### src/rtl/cart_bus_sequencer_m.sv
// Game Boy cartridge bus sequencer: request/response front end to timed /RD, /WR, /CS cycles,
// power-up cartridge reset and PHI clock. Define CART_RD_CACHE_EN for a single-entry read cache.
module cart_bus_sequencer_m #(
   parameter int unsigned SETUP_CYC    = 1,
   parameter int unsigned STROBE_CYC   = 2,
   parameter int unsigned RECOVER_CYC  = 1,
   parameter int unsigned RST_HOLD_CYC = 16
) (
   input  logic        clk_4mhz,
   input  logic        rst,
   input  logic        req_valid,
   output logic        req_ready,
   input  logic        req_we,
   input  logic [15:0] req_addr,
   input  logic [7:0]  req_wdata,
   output logic        rsp_valid,
   output logic [7:0]  rsp_rdata,
   output logic        cart_clk,
   output logic        cart_n_rst,
   output logic        cart_n_cs,
   output logic        cart_n_rd,
   output logic        cart_n_wr,
   output logic [15:0] cart_addr,
   output logic [7:0]  cart_dout,
   output logic        cart_doe,
   input  logic [7:0]  cart_din
);

   typedef enum logic [2:0] {
      ST_RST_HOLD,
      ST_IDLE,
      ST_SETUP,
      ST_STROBE,
      ST_RECOVER
   } state_t;

   localparam logic [7:0] SETUP_LD   = 8'(SETUP_CYC - 1);
   localparam logic [7:0] STROBE_LD  = 8'(STROBE_CYC - 1);
   localparam logic [7:0] RECOVER_LD = 8'(RECOVER_CYC - 1);
   localparam logic [7:0] RST_LD     = 8'(RST_HOLD_CYC - 1);

   state_t      state_q, state_d;
   logic [7:0]  cnt_q, cnt_d;
   logic [1:0]  div_q, div_d;
   logic        we_q, we_d;
   logic        req_ready_q, req_ready_d;
   logic        rsp_valid_q, rsp_valid_d;
   logic [7:0]  rsp_rdata_q, rsp_rdata_d;
   logic        n_rst_q, n_rst_d;
   logic        n_cs_q, n_cs_d;
   logic        n_rd_q, n_rd_d;
   logic        n_wr_q, n_wr_d;
   logic [15:0] addr_q, addr_d;
   logic [7:0]  dout_q, dout_d;
   logic        doe_q, doe_d;

   logic        addr_ok;
   logic        addr_eram;

`ifdef CART_RD_CACHE_EN
   logic        cache_valid_q, cache_valid_d;
   logic [15:0] cache_addr_q, cache_addr_d;
   logic [7:0]  cache_data_q, cache_data_d;
`endif

   // ROM window 0x0000-0x7FFF and external RAM 0xA000-0xBFFF are the only mapped regions
   assign addr_eram = (req_addr[15:13] == 3'b101);
   assign addr_ok   = ~req_addr[15] | addr_eram;

   always_comb begin
      state_d     = state_q;
      cnt_d       = cnt_q;
      div_d       = div_q + 2'd1;
      we_d        = we_q;
      req_ready_d = req_ready_q;
      rsp_valid_d = 1'b0;
      rsp_rdata_d = rsp_rdata_q;
      n_rst_d     = n_rst_q;
      n_cs_d      = n_cs_q;
      n_rd_d      = n_rd_q;
      n_wr_d      = n_wr_q;
      addr_d      = addr_q;
      dout_d      = dout_q;
      doe_d       = doe_q;
`ifdef CART_RD_CACHE_EN
      cache_valid_d = cache_valid_q;
      cache_addr_d  = cache_addr_q;
      cache_data_d  = cache_data_q;
`endif

      case (state_q)
         ST_RST_HOLD: begin
            if (cnt_q == 8'd0) begin
               state_d     = ST_IDLE;
               n_rst_d     = 1'b1;
               req_ready_d = 1'b1;
            end else begin
               cnt_d = cnt_q - 8'd1;
            end
         end
         ST_IDLE: begin
            if (req_valid && req_ready_q) begin
               req_ready_d = 1'b0;
               we_d        = req_we;
`ifdef CART_RD_CACHE_EN
               if (req_we) cache_valid_d = 1'b0;
`endif
               // Decode errors and cache hits skip the bus and answer from RECOVER directly
               if (!addr_ok) begin
                  state_d     = ST_RECOVER;
                  cnt_d       = RECOVER_LD;
                  rsp_valid_d = 1'b1;
                  rsp_rdata_d = 8'hFF;
               end
`ifdef CART_RD_CACHE_EN
               else if (!req_we && cache_valid_q && (cache_addr_q == req_addr)) begin
                  state_d     = ST_RECOVER;
                  cnt_d       = RECOVER_LD;
                  rsp_valid_d = 1'b1;
                  rsp_rdata_d = cache_data_q;
               end
`endif
               else begin
                  state_d = ST_SETUP;
                  cnt_d   = SETUP_LD;
                  addr_d  = req_addr;
                  n_cs_d  = ~addr_eram;
                  doe_d   = req_we;
                  if (req_we) dout_d = req_wdata;
               end
            end
         end
         ST_SETUP: begin
            if (cnt_q == 8'd0) begin
               state_d = ST_STROBE;
               cnt_d   = STROBE_LD;
               if (we_q) n_wr_d = 1'b0;
               else      n_rd_d = 1'b0;
            end else begin
               cnt_d = cnt_q - 8'd1;
            end
         end
         ST_STROBE: begin
            if (cnt_q == 8'd0) begin
               state_d     = ST_RECOVER;
               cnt_d       = RECOVER_LD;
               n_rd_d      = 1'b1;
               n_wr_d      = 1'b1;
               n_cs_d      = 1'b1;
               rsp_valid_d = 1'b1;
               if (!we_q) begin
                  rsp_rdata_d = cart_din;
`ifdef CART_RD_CACHE_EN
                  cache_valid_d = 1'b1;
                  cache_addr_d  = addr_q;
                  cache_data_d  = cart_din;
`endif
               end
            end else begin
               cnt_d = cnt_q - 8'd1;
            end
         end
         ST_RECOVER: begin
            if (cnt_q == 8'd0) begin
               state_d     = ST_IDLE;
               doe_d       = 1'b0;
               req_ready_d = 1'b1;
            end else begin
               cnt_d = cnt_q - 8'd1;
            end
         end
         default: begin
            state_d = ST_RST_HOLD;
            cnt_d   = RST_LD;
         end
      endcase

      if (rst) begin
         state_d     = ST_RST_HOLD;
         cnt_d       = RST_LD;
         div_d       = '0;
         we_d        = 1'b0;
         req_ready_d = 1'b0;
         rsp_valid_d = 1'b0;
         rsp_rdata_d = '0;
         n_rst_d     = 1'b0;
         n_cs_d      = 1'b1;
         n_rd_d      = 1'b1;
         n_wr_d      = 1'b1;
         addr_d      = '0;
         dout_d      = '0;
         doe_d       = 1'b0;
`ifdef CART_RD_CACHE_EN
         cache_valid_d = 1'b0;
`endif
      end
   end

   always_ff @(posedge clk_4mhz) begin
      state_q     <= state_d;
      cnt_q       <= cnt_d;
      div_q       <= div_d;
      we_q        <= we_d;
      req_ready_q <= req_ready_d;
      rsp_valid_q <= rsp_valid_d;
      rsp_rdata_q <= rsp_rdata_d;
      n_rst_q     <= n_rst_d;
      n_cs_q      <= n_cs_d;
      n_rd_q      <= n_rd_d;
      n_wr_q      <= n_wr_d;
      addr_q      <= addr_d;
      dout_q      <= dout_d;
      doe_q       <= doe_d;
`ifdef CART_RD_CACHE_EN
      cache_valid_q <= cache_valid_d;
      cache_addr_q  <= cache_addr_d;
      cache_data_q  <= cache_data_d;
`endif
   end

   assign req_ready  = req_ready_q;
   assign rsp_valid  = rsp_valid_q;
   assign rsp_rdata  = rsp_rdata_q;
   assign cart_clk   = div_q[1];
   assign cart_n_rst = n_rst_q;
   assign cart_n_cs  = n_cs_q;
   assign cart_n_rd  = n_rd_q;
   assign cart_n_wr  = n_wr_q;
   assign cart_addr  = addr_q;
   assign cart_dout  = dout_q;
   assign cart_doe   = doe_q;

endmodule
### config.mk
export PLATFORM = sky130hd
export DESIGN_NAME = cart_bus_sequencer_m
export DESIGN_NICKNAME = d
export VERILOG_FILES = /design/src/rtl/cart_bus_sequencer_m.sv
export SDC_FILE = /design/constraint.sdc
export NUM_CORES = 1
export LEC_CHECK = 0
export BUFFER_PORTS_ARGS = -buffer_cell sky130_fd_sc_hd__buf_2
export CORE_MARGIN = 5
export CORE_UTILIZATION = 45
export DETAILED_ROUTE_END_ITERATION = 12
export PLACE_DENSITY = 0.81
export SETUP_SLACK_MARGIN = 0.2
export SLEW_MARGIN = 15
export SYNTH_ARGS = -nofsm -noshare
export SYNTH_HDL_FRONTEND = slang
export SYNTH_SLANG_ARGS = --single-unit
### constraint.sdc
create_clock -name clk_4mhz -period 1.82 [get_ports clk_4mhz]
set_input_delay 0.182 -clock clk_4mhz [delete_from_list [all_inputs] [get_ports clk_4mhz]]
set_output_delay 0.182 -clock clk_4mhz [all_outputs]
set_load 0.005 [all_outputs]
==> flow_summary.ini, run 1 <==
[synthesis]
synth_compound_area_share_pct = 18.36
synth-edff-count = 0
synth_top_family_by_area = compound AO/OA/AOI/OAI gates
ys_ff_latch = 53
synth_mux_area_share_pct = 10.58
synth_top_area_share_pct = 46.47
syn_avg_cell_area_um2 = 8.990
yosysWarnings = 0
synth.area.top_cells = dfxtp_1, mux2i_1, nor2_1
seq_area_frac_synth_pct = 46.47
synth_flop_cell = dfxtp_1
netlist_area_mm2 = 0.002283
syn_inst = 254
synth_largest_area_cell = dfxtp_1
synth.distinct_cells = 47
synthSimpleGateAreaFrac_pct = 17.75
async_reset_ff_share_pct = 0
synth_xor_xnor_area_share_pct = 0.3836
syn_nets = 292
synthAdderAreaFrac_pct = 1.096

[setup_path]
endpoint_kind = flip-flop
slowest_delay_ns = 0.61
crit_chain = inv_2, ha_4, nor3b_4, a32o_2, or4_2, a21oi_1
worst-path-buf-inv = 1
required_ns = 2.07
crit_family = simple AND/OR/NAND/NOR gates
cp-start-kind = flip-flop
worstSetupPathType = reg2reg
crit_fanout = 4
slowest_stage = or4_2
cp.arrival_ns = 2.11

[clock_network]
cts_hold_buf = 0
cts_tree = yes
clkSinkCount = 53
htreeDepth = 2
cts_root_buf = clkbuf_8
clock_path_buffers = 2
clk_latency_ns = 0.31
cts_buffers = 5
clkTransAtPathRegs_ns = 0.10

[floorplanning]
io_pins = 76
core_area_mm2 = 0.005010
die-area_mm2 = 0.006599
initial_core_util_pct = 45.58
row_count = 26
dieWidth_um = 81.24
die_h_um = 81.24

[routing]
ant_nets = 0
viasPerCell = 5.493
drc = 0
detailedRoute.firstIterationViolations = 164
via_count = 2373
first_pass_iters = 7
wl_mm = 6.937
wl_per_cell_um = 16.06

[power]
irDropWorstVdd_mv = 0.5230
p_leak_uw = 0.001369
power_density_mw_per_mm2 = 613.8

[finish]
antenna_cells = 0
syn2layout_area_growth_pct = 48.33
fill_cells = 381
final_nets = 399
drive_above_1_share_pct = 48.07
multi_input_area_mm2 = 0.001335
final_common_cell = buf_2
regArea_mm2 = 0.001082
layout_common_cells = buf_2, dfxtp_1, nor2_1

[global_route]
grt_pass1_wl_mm = 10.54
grt_max_degree = 37
overflow = 0
grt_pass1_vias = 2331
grtUsageTotal_pct = 20.37
antenna_found_initial = 0

[place]
port_buffers = 75
hpwlAfterDp_mm = 4.289
gp_congestion = 0.8997
dp_slack_ns = -0.001264

[run]
maxCapViolCount = 0

[timing]
max_clock_freq_mhz = 537.1
setup_tns_ns = -0.07770
worst_slack_ns = -0.04173
fin_worst_skew_ns = 0.006621
hold_viol = 0
tightest_slew_ns = 0.5318
hold_slack_ns = 0.09935
setup_viol = 2
post-route-period-util_pct = 102.3
post-route-min-period_ns = 1.862
slew_viol_final = 0
relSlewSlack_pct = 64.51
rsz0062_at_grt = true

[worst_hold_path]
worstHoldPathType = in2reg

[outcome]
violations = setup timing
outcome = finished, violations left
[final cells by class]
type                            instances  share of cell area, %
Multi-Input combinational cell        172                  39.42
Sequential cell                        53                  31.95
Timing Repair Buffer                  114                  21.28
Clock buffer                            7                  2.844
Tap cell                               70                  2.586
Inverter                               15                  1.662
Clock inverter                          1                 0.2586
[power by group]
part           switching, µW  internal, µW
Clock                    405           352
Combinational           77.5          68.6
Sequential              11.1          1160
[synthesized netlist by cell type, types with 2 or more instances]
cell and count:
o21ai_0 19, nor4bb_1 2, inv_1 15, buf_1 2
nor2b_1 2, nor3_1 7, nand3_1 4, nor3b_1 3
or4_1 2, a31oi_1 3, a221o_1 3, clkbuf_1 8
or3_1 3, nor4_1 2, mux2i_1 23, o31ai_1 4
dfxtp_1 53, a21oi_1 20, a32o_1 2, ha_1 2
a211oi_1 2, nand2b_1 3, nand2_1 11, nor2_1 35
o211ai_1 2
[metal layers]
layer | up-vias | wire length [µm] | GRT usage [%] | part of all wire, %
met4 | 0 | 230 | 9.628 | 3.3
met1 | 1113 | 2781 | 23.92 | 40
met2 | 114 | 3311 | 33.25 | 48
li1 | 1118 | - | - | -
met5 | - | 0 | 0 | 0
met3 | 28 | 612 | 6.984 | 8.8
[worst reg2reg max path, delay by kind of cell, from the launching register on]
kind	cells	cell delay [ns]
AND/OR/NAND/NOR	2	0.76
buffers and inverters	1	0.06
adder cells (fa/ha/maj)	1	0.17
flip-flops	1	0.38
AO/OA/AOI/OAI	2	0.43
[path summary, 6_finish.rpt]
check	cells after the start	startpoint	end	slack [ns]
worst max register to register	6	cnt_q[0]	cnt_q[5]	-0.04
worst min-delay path	3	req_addr[10]	cart_addr[10]	0.1
worst max-delay path	6	cnt_q[0]	cnt_q[5]	-0.04
worst min register to register	2	rsp_rdata[3]	rsp_rdata[3]	0.45
[logic make-up (layout without fill, tap and decap cells)]
kind of cell    after synthesis  count (layout)
flops                        53              53
fa+ha+maj                     2               2
simple gates                 80              80
mux                          24              24
xor+xnor                      1               1
buf+inv                      29             137
compound gates               65              65
[state kept, by name (all words and copies together) (netlist names)]
name        count
rsp_valid       1
cart_doe        1
cnt_q           8
cart_dout       8
cart_n_wr       1
cart_n_cs       1
cart_addr      16
div_q           2
cart_n_rst      1
we_q            1
cart_n_rd       1
state_q         3
req_ready       1
rsp_rdata       8
[metrics by stage]
step	power [µW]	instance area, µm²	utilization, %	cells
floorplan	1263	2347	-	254
global placement	1319	2908	58.04	407
detailed placement	1323	2908	58.04	407
CTS	2078	3199	63.86	425
global route	2167	3387	67.61	432
finish	2079	3387	67.61	432
[what timing repair did]
item / CTS / global route
buffers inserted: 8 / 7
endpoints found under the setup margin: 46 / 45
gates resized for setup: 31 / 36
cloned: 2 / 0
pin swaps: 9 / 12
No activity file was read; power rests on OpenSTA's default activity.
==> run 2, diff against run 1 <==
- BUFFER_PORTS_ARGS: -buffer_cell sky130_fd_sc_hd__buf_2 -> not set
- CORE_UTILIZATION: 45 -> 56
- DONT_BUFFER_PORTS: not set -> 1
- PLACE_DENSITY: 0.81 -> 0.8
==> run 2 against run 1 <==
- the flow still finishes with violations (setup timing)
- first-iteration DRC count shrank 10%
- clock power decreased by 12%
- worst setup slack better by 0.021 ns
- register-to-register slack better by 0.02 ns
- worst hold slack worse by 0.089 ns
- via count decreased by 12%
- largest cell class unchanged
- largest power group unchanged
==> flow_summary.ini, run 2 (same netlist as run 1, synthesis figures left out) <==
[outcome]
outcome = finished, violations left
violations = setup timing

[power]
switchingPower_uw = 458.0
p_leak_uw = 0.001020
power.internal_uw = 1488
pwr-share-comb_pct = 5.3
clock_power_share_pct = 34.2
pwr-share-seq_pct = 60.5
irDropWorstVdd_mv = 0.4544
power_density_mw_per_mm2 = 647.2
switching_share_pct = 23.54

[timing]
fin_worst_skew_ns = 0.01205
relSlewSlack_pct = 68.31
post-route-period-util_pct = 101.2
setup_viol = 1
max_clock_freq_mhz = 543.2
rsz0062_at_grt = true
hold_viol = 0
worst_slack_ns = -0.02110
hold_slack_ns = 0.01028
tightest_slew_ns = 0.4748
slew_viol_final = 0
post-route-min-period_ns = 1.841

[routing]
first_pass_iters = 4
detailedRoute.firstIterationViolations = 147
viasPerCell = 6.141
via_count = 2088
ant_nets = 0
drc = 0
wl_per_cell_um = 18.97
wl_mm = 6.450

[finish]
fin_cells = 340
fill_cells = 256
final_nets = 327
layout_common_cells = dfxtp_1, nor2_1, buf_4
drive_above_1_share_pct = 34.14
largest_reg_flops = 16
regArea_mm2 = 0.001084
antenna_cells = 0
final_common_cell = dfxtp_1
syn2layout_area_growth_pct = 31.67
multi_input_area_mm2 = 0.001329

[place]
gp_congestion = 0.9269
hpwlAfterDp_mm = 3.847
dpl.cell_count = 312
port_buffers = 0

[global_route]
grt_max_degree = 36
antenna_found_initial = 0
grtUsageTotal_pct = 22.46
grt_pass1_vias = 2070
grt_pass1_wl_mm = 9.439
overflow = 0

[floorplanning]
row_count = 23
dieWidth_um = 73.86
initial_core_util_pct = 57.50
core_area_mm2 = 0.003971
io_pins = 76
die-area_mm2 = 0.005455
die_h_um = 73.86

[setup_path]
endpoint_kind = flip-flop
cp-start-kind = flip-flop
slowest_stage = or4_4
cpMostUsedCell = or4_4
cp.arrival_ns = 2.08
worstSetupPathType = reg2reg
crit_chain = or4_4, or4_4, or3_1, a21oi_1
required_ns = 2.06
crit_fanout = 4
slowest_delay_ns = 0.54

[clock_network]
htreeDepth = 2
cts_root_buf = clkbuf_8
clk_latency_ns = 0.31
cts_tree = yes
cts_buffers = 5
clkSinkCount = 53
clock_path_buffers = 2
clkTransAtPathRegs_ns = 0.10

[worst_hold_path]
worstHoldPathType = in2reg

[run]
maxCapViolCount = 0
[run 2: layout make-up]
type | instances | area share [%]
Inverter | 15 | 1.956
Clock inverter | 2 | 0.4578
Multi-Input combinational cell | 172 | 44.19
Clock buffer | 6 | 2.414
Tap cell | 50 | 2.081
Timing Repair Buffer | 42 | 12.86
Sequential cell | 53 | 36.04
[run 2: power groups by stage]
stage	Sequential, µW	Combinational, µW	Clock (µW)
final	1180	103	665
after global routing	1180	113	720
after CTS	1180	87.5	672
after detailed placement	1210	61.0	0
after global placement	1210	59.7	0
after floorplan	1210	57.6	0
[run 2: metal layers]
metal  GRT usage [%]  part of all wire, %  vias up
li1                -                    -      975
met2           35.83                   50       96
met5               0                    0        -
met4           9.457                  2.0        0
met1           26.63                   39      999
met3           9.029                  9.0       18
[run 2: worst paths after layout]
| kind | cells after the start | start | endpoint | slack [ns] |
|---|---|---|---|---|
| worst max register to register | 4 | cnt_q[1] | cnt_q[7] | -0.02 |
| worst min-delay path | 2 | req_addr[12] | cart_addr[12] | 0.01 |
| worst min register to register | 1 | div_q[0] | div_q[0] | 0.44 |
| worst max-delay path | 4 | cnt_q[1] | cnt_q[7] | -0.02 |
[run 2: critical path, delay by kind of cell (launching register included)]
family / cells / cell delay, ns
flops: 1 / 0.35
compound gates: 1 / 0.14
simple gates: 3 / 1.29
[run 2: what timing repair did]
action                                 4_1_cts  5_1_grt
resized for setup                           25       37
cloned                                       1        1
pin swaps                                   11       18
setup endpoints to repair                   37       46
hold buffers                                 1        0
buffers inserted                             8        9
endpoints found under the hold margin       35        0
[run 2: per-stage QoR]
step,area (µm²),TNS [ns],worst slack (ns),utilization (%),total power (µW)
floorplan,2347,0,0.04804,-,1263
global placement,2507,0,0.03765,63.14,1267
detailed placement,2507,-0.01120,-0.01120,63.14,1268
CTS,2783,-0.009471,-0.009471,70.07,1938
global route,3007,-0.03787,-0.02409,75.71,2012
finish,3007,-0.02110,-0.02110,75.71,1946
==> run 3, diff against run 2 <==
- CORE_UTILIZATION: 56 -> 55
- PLACE_DENSITY: 0.8 -> 0.76
- SKIP_CTS_REPAIR_TIMING: not set -> 1
- clock period: 1.82 -> 2.1 ns (I/O delays scaled with it)
==> run 3 against run 2 <==
- the flow now finishes without violations
- first-iteration DRC count down 5.4%
- via count is 11% lower
- die area grew 1.6%
- cell area is 14% lower
- non-clock buffer count down 27
- clock power increased by 3.8%
- register-to-register slack improved by 0.22 ns
- power fell by 8.8%
- worst hold slack improved by 0.00059 ns
- largest cell class unchanged
- largest power group unchanged
- highest routed layer unchanged
==> flow_summary.ini, run 3 (same netlist as run 1, synthesis figures left out) <==
[outcome]
outcome = finished, final reports clean

[finish]
fill_cells = 334
postLayoutCoreUtil_pct = 64.94
final_nets = 300
drive_above_1_share_pct = 17.11
fin_cells = 313
regArea_mm2 = 0.001069
layout_common_cells = dfxtp_1, nor2_1, mux2i_1
multi_input_area_mm2 = 0.001160
final_cell_area_mm2 = 0.002597
largest_reg_flops = 16
final_common_cell = dfxtp_1
syn2layout_area_growth_pct = 13.75
antenna_cells = 0

[global_route]
antenna_found_initial = 0
grt_max_degree = 38
grt_pass1_vias = 1748
overflow = 0
grtUsageTotal_pct = 18.98
grt_pass1_wl_mm = 8.155

[clock_network]
cts_buffers = 5
htreeDepth = 2
cts_tree = yes
clk_latency_ns = 0.31
clkSinkCount = 53
cts_root_buf = clkbuf_8
clock_path_buffers = 2
clkTransAtPathRegs_ns = 0.09

[place]
port_buffers = 0
placed_area_mm2 = 0.002386
hpwlAfterDp_mm = 3.658
gp_congestion = 0.9186
dpl.cell_count = 301

[routing]
drc = 0
via_count = 1865
wl_mm = 5.339
first_pass_iters = 4
ant_nets = 0
viasPerCell = 5.958
detailedRoute.firstIterationViolations = 139
wl_per_cell_um = 17.06

[timing]
rsz0062_at_grt = true
slew_viol_final = 0
fin_worst_skew_ns = 0.007311
relSlewSlack_pct = 63.23
post-route-period-util_pct = 90.52
tightest_slew_ns = 0.5479
hold_viol = 0
post-route-min-period_ns = 1.901
max_clock_freq_mhz = 526.1
setup_tns_ns = 0
setup_viol = 0

[floorplanning]
dieWidth_um = 74.44
io_pins = 76
initial_core_util_pct = 57.08
die-area_mm2 = 0.005541
row_count = 23
core_area_mm2 = 0.004000
die_h_um = 74.44

[power]
pwr-share-seq_pct = 57.7
clock_power_share_pct = 38.9
p_leak_uw = 0.0008604
power_density_mw_per_mm2 = 683.0
switching_share_pct = 21.35
pwr-share-comb_pct = 3.4
power.internal_uw = 1395
switchingPower_uw = 378.8
irDropWorstVdd_mv = 0.5242
total_power_uw = 1774

[setup_path]
timing.rr.end = cnt_q[5]
startpoint = cnt_q[0]
cp-start-kind = flip-flop
cp.arrival_ns = 2.14
r2r_slack_ns = 0.20
endpoint_kind = flip-flop
worst_r2r_startpoint = cnt_q[0]
worstSetupEndpoint = cnt_q[5]
required_ns = 2.34
reg2reg_depth = 6
worstSetupPathType = reg2reg
crit_fanout = 7

[run]
maxCapViolCount = 0

[worst_hold_path]
worstHoldPathType = in2reg
[run 3: changes by cell type in the layout (fill, tap and decap cells not counted), moves of 3 or more]
cell / change
mux2i_2: -4
dfxtp_4: -3
buf_4: -19
dfxtp_2: -3
dfxtp_1: +6
buf_6: -6
o21ai_0: +3
mux2i_1: +4
[run 3: worst min path at each step]
stage	endpoint	cells past startpoint	start
after CTS	div_q[0]	1	rst
after global placement	div_q[0]	1	rst
after floorplan	cart_addr[10]	2	req_addr[10]
after detailed placement	div_q[0]	1	rst
final	cnt_q[2]	1	rst
after global routing	cnt_q[2]	1	rst
[run 3: cell type report]
class / count / area share, %
clock buffers: 5 / 2.649
clock inverters: 3 / 1.686
inverters: 15 / 2.168
multi-input cells: 172 / 44.65
flip-flops and latches: 53 / 41.14
well taps: 50 / 2.408
repair buffers: 15 / 5.299
[run 3: stage by stage]
step	worst slack [ns]	hold slack, ns
after CTS	0.03747	-0.05500
after detailed placement	0.06302	0.2825
final	0.1992	0.01087
after floorplan	0.2111	0.3572
after global routing	0.1512	-0.009488
after global placement	0.1343	0.2809
[run 3: metal layers]
| layer | part of all wire [%] | track usage (%) | vias up |
|---|---|---|---|
| met4 | 1.5 | 5.336 | 0 |
| met2 | 47 | 29.27 | 68 |
| met3 | 9.3 | 8.108 | 10 |
| met1 | 42 | 24.37 | 869 |
| li1 | - | - | 918 |
| met5 | 0 | 0 | - |
[run 3: power groups by stage]
stage	sequential, µW	combinational [µW]	clock [µW]
4_1_cts	1020	44.5	718
3_3_place_gp	1050	43.2	0
2_1_floorplan	1040	45.2	0
5_1_grt	1030	68.0	752
6_report	1020	60.5	690
3_5_place_dp	1050	44.4	0
[run 3: critical path, cell delays in order (launching register included)]
cell,delay [ns]
dfxtp_4,0.38
inv_2,0.05
ha_2,0.19
nor3b_4,0.17
a32o_2,0.29
or4_2,0.62
a21oi_2,0.14
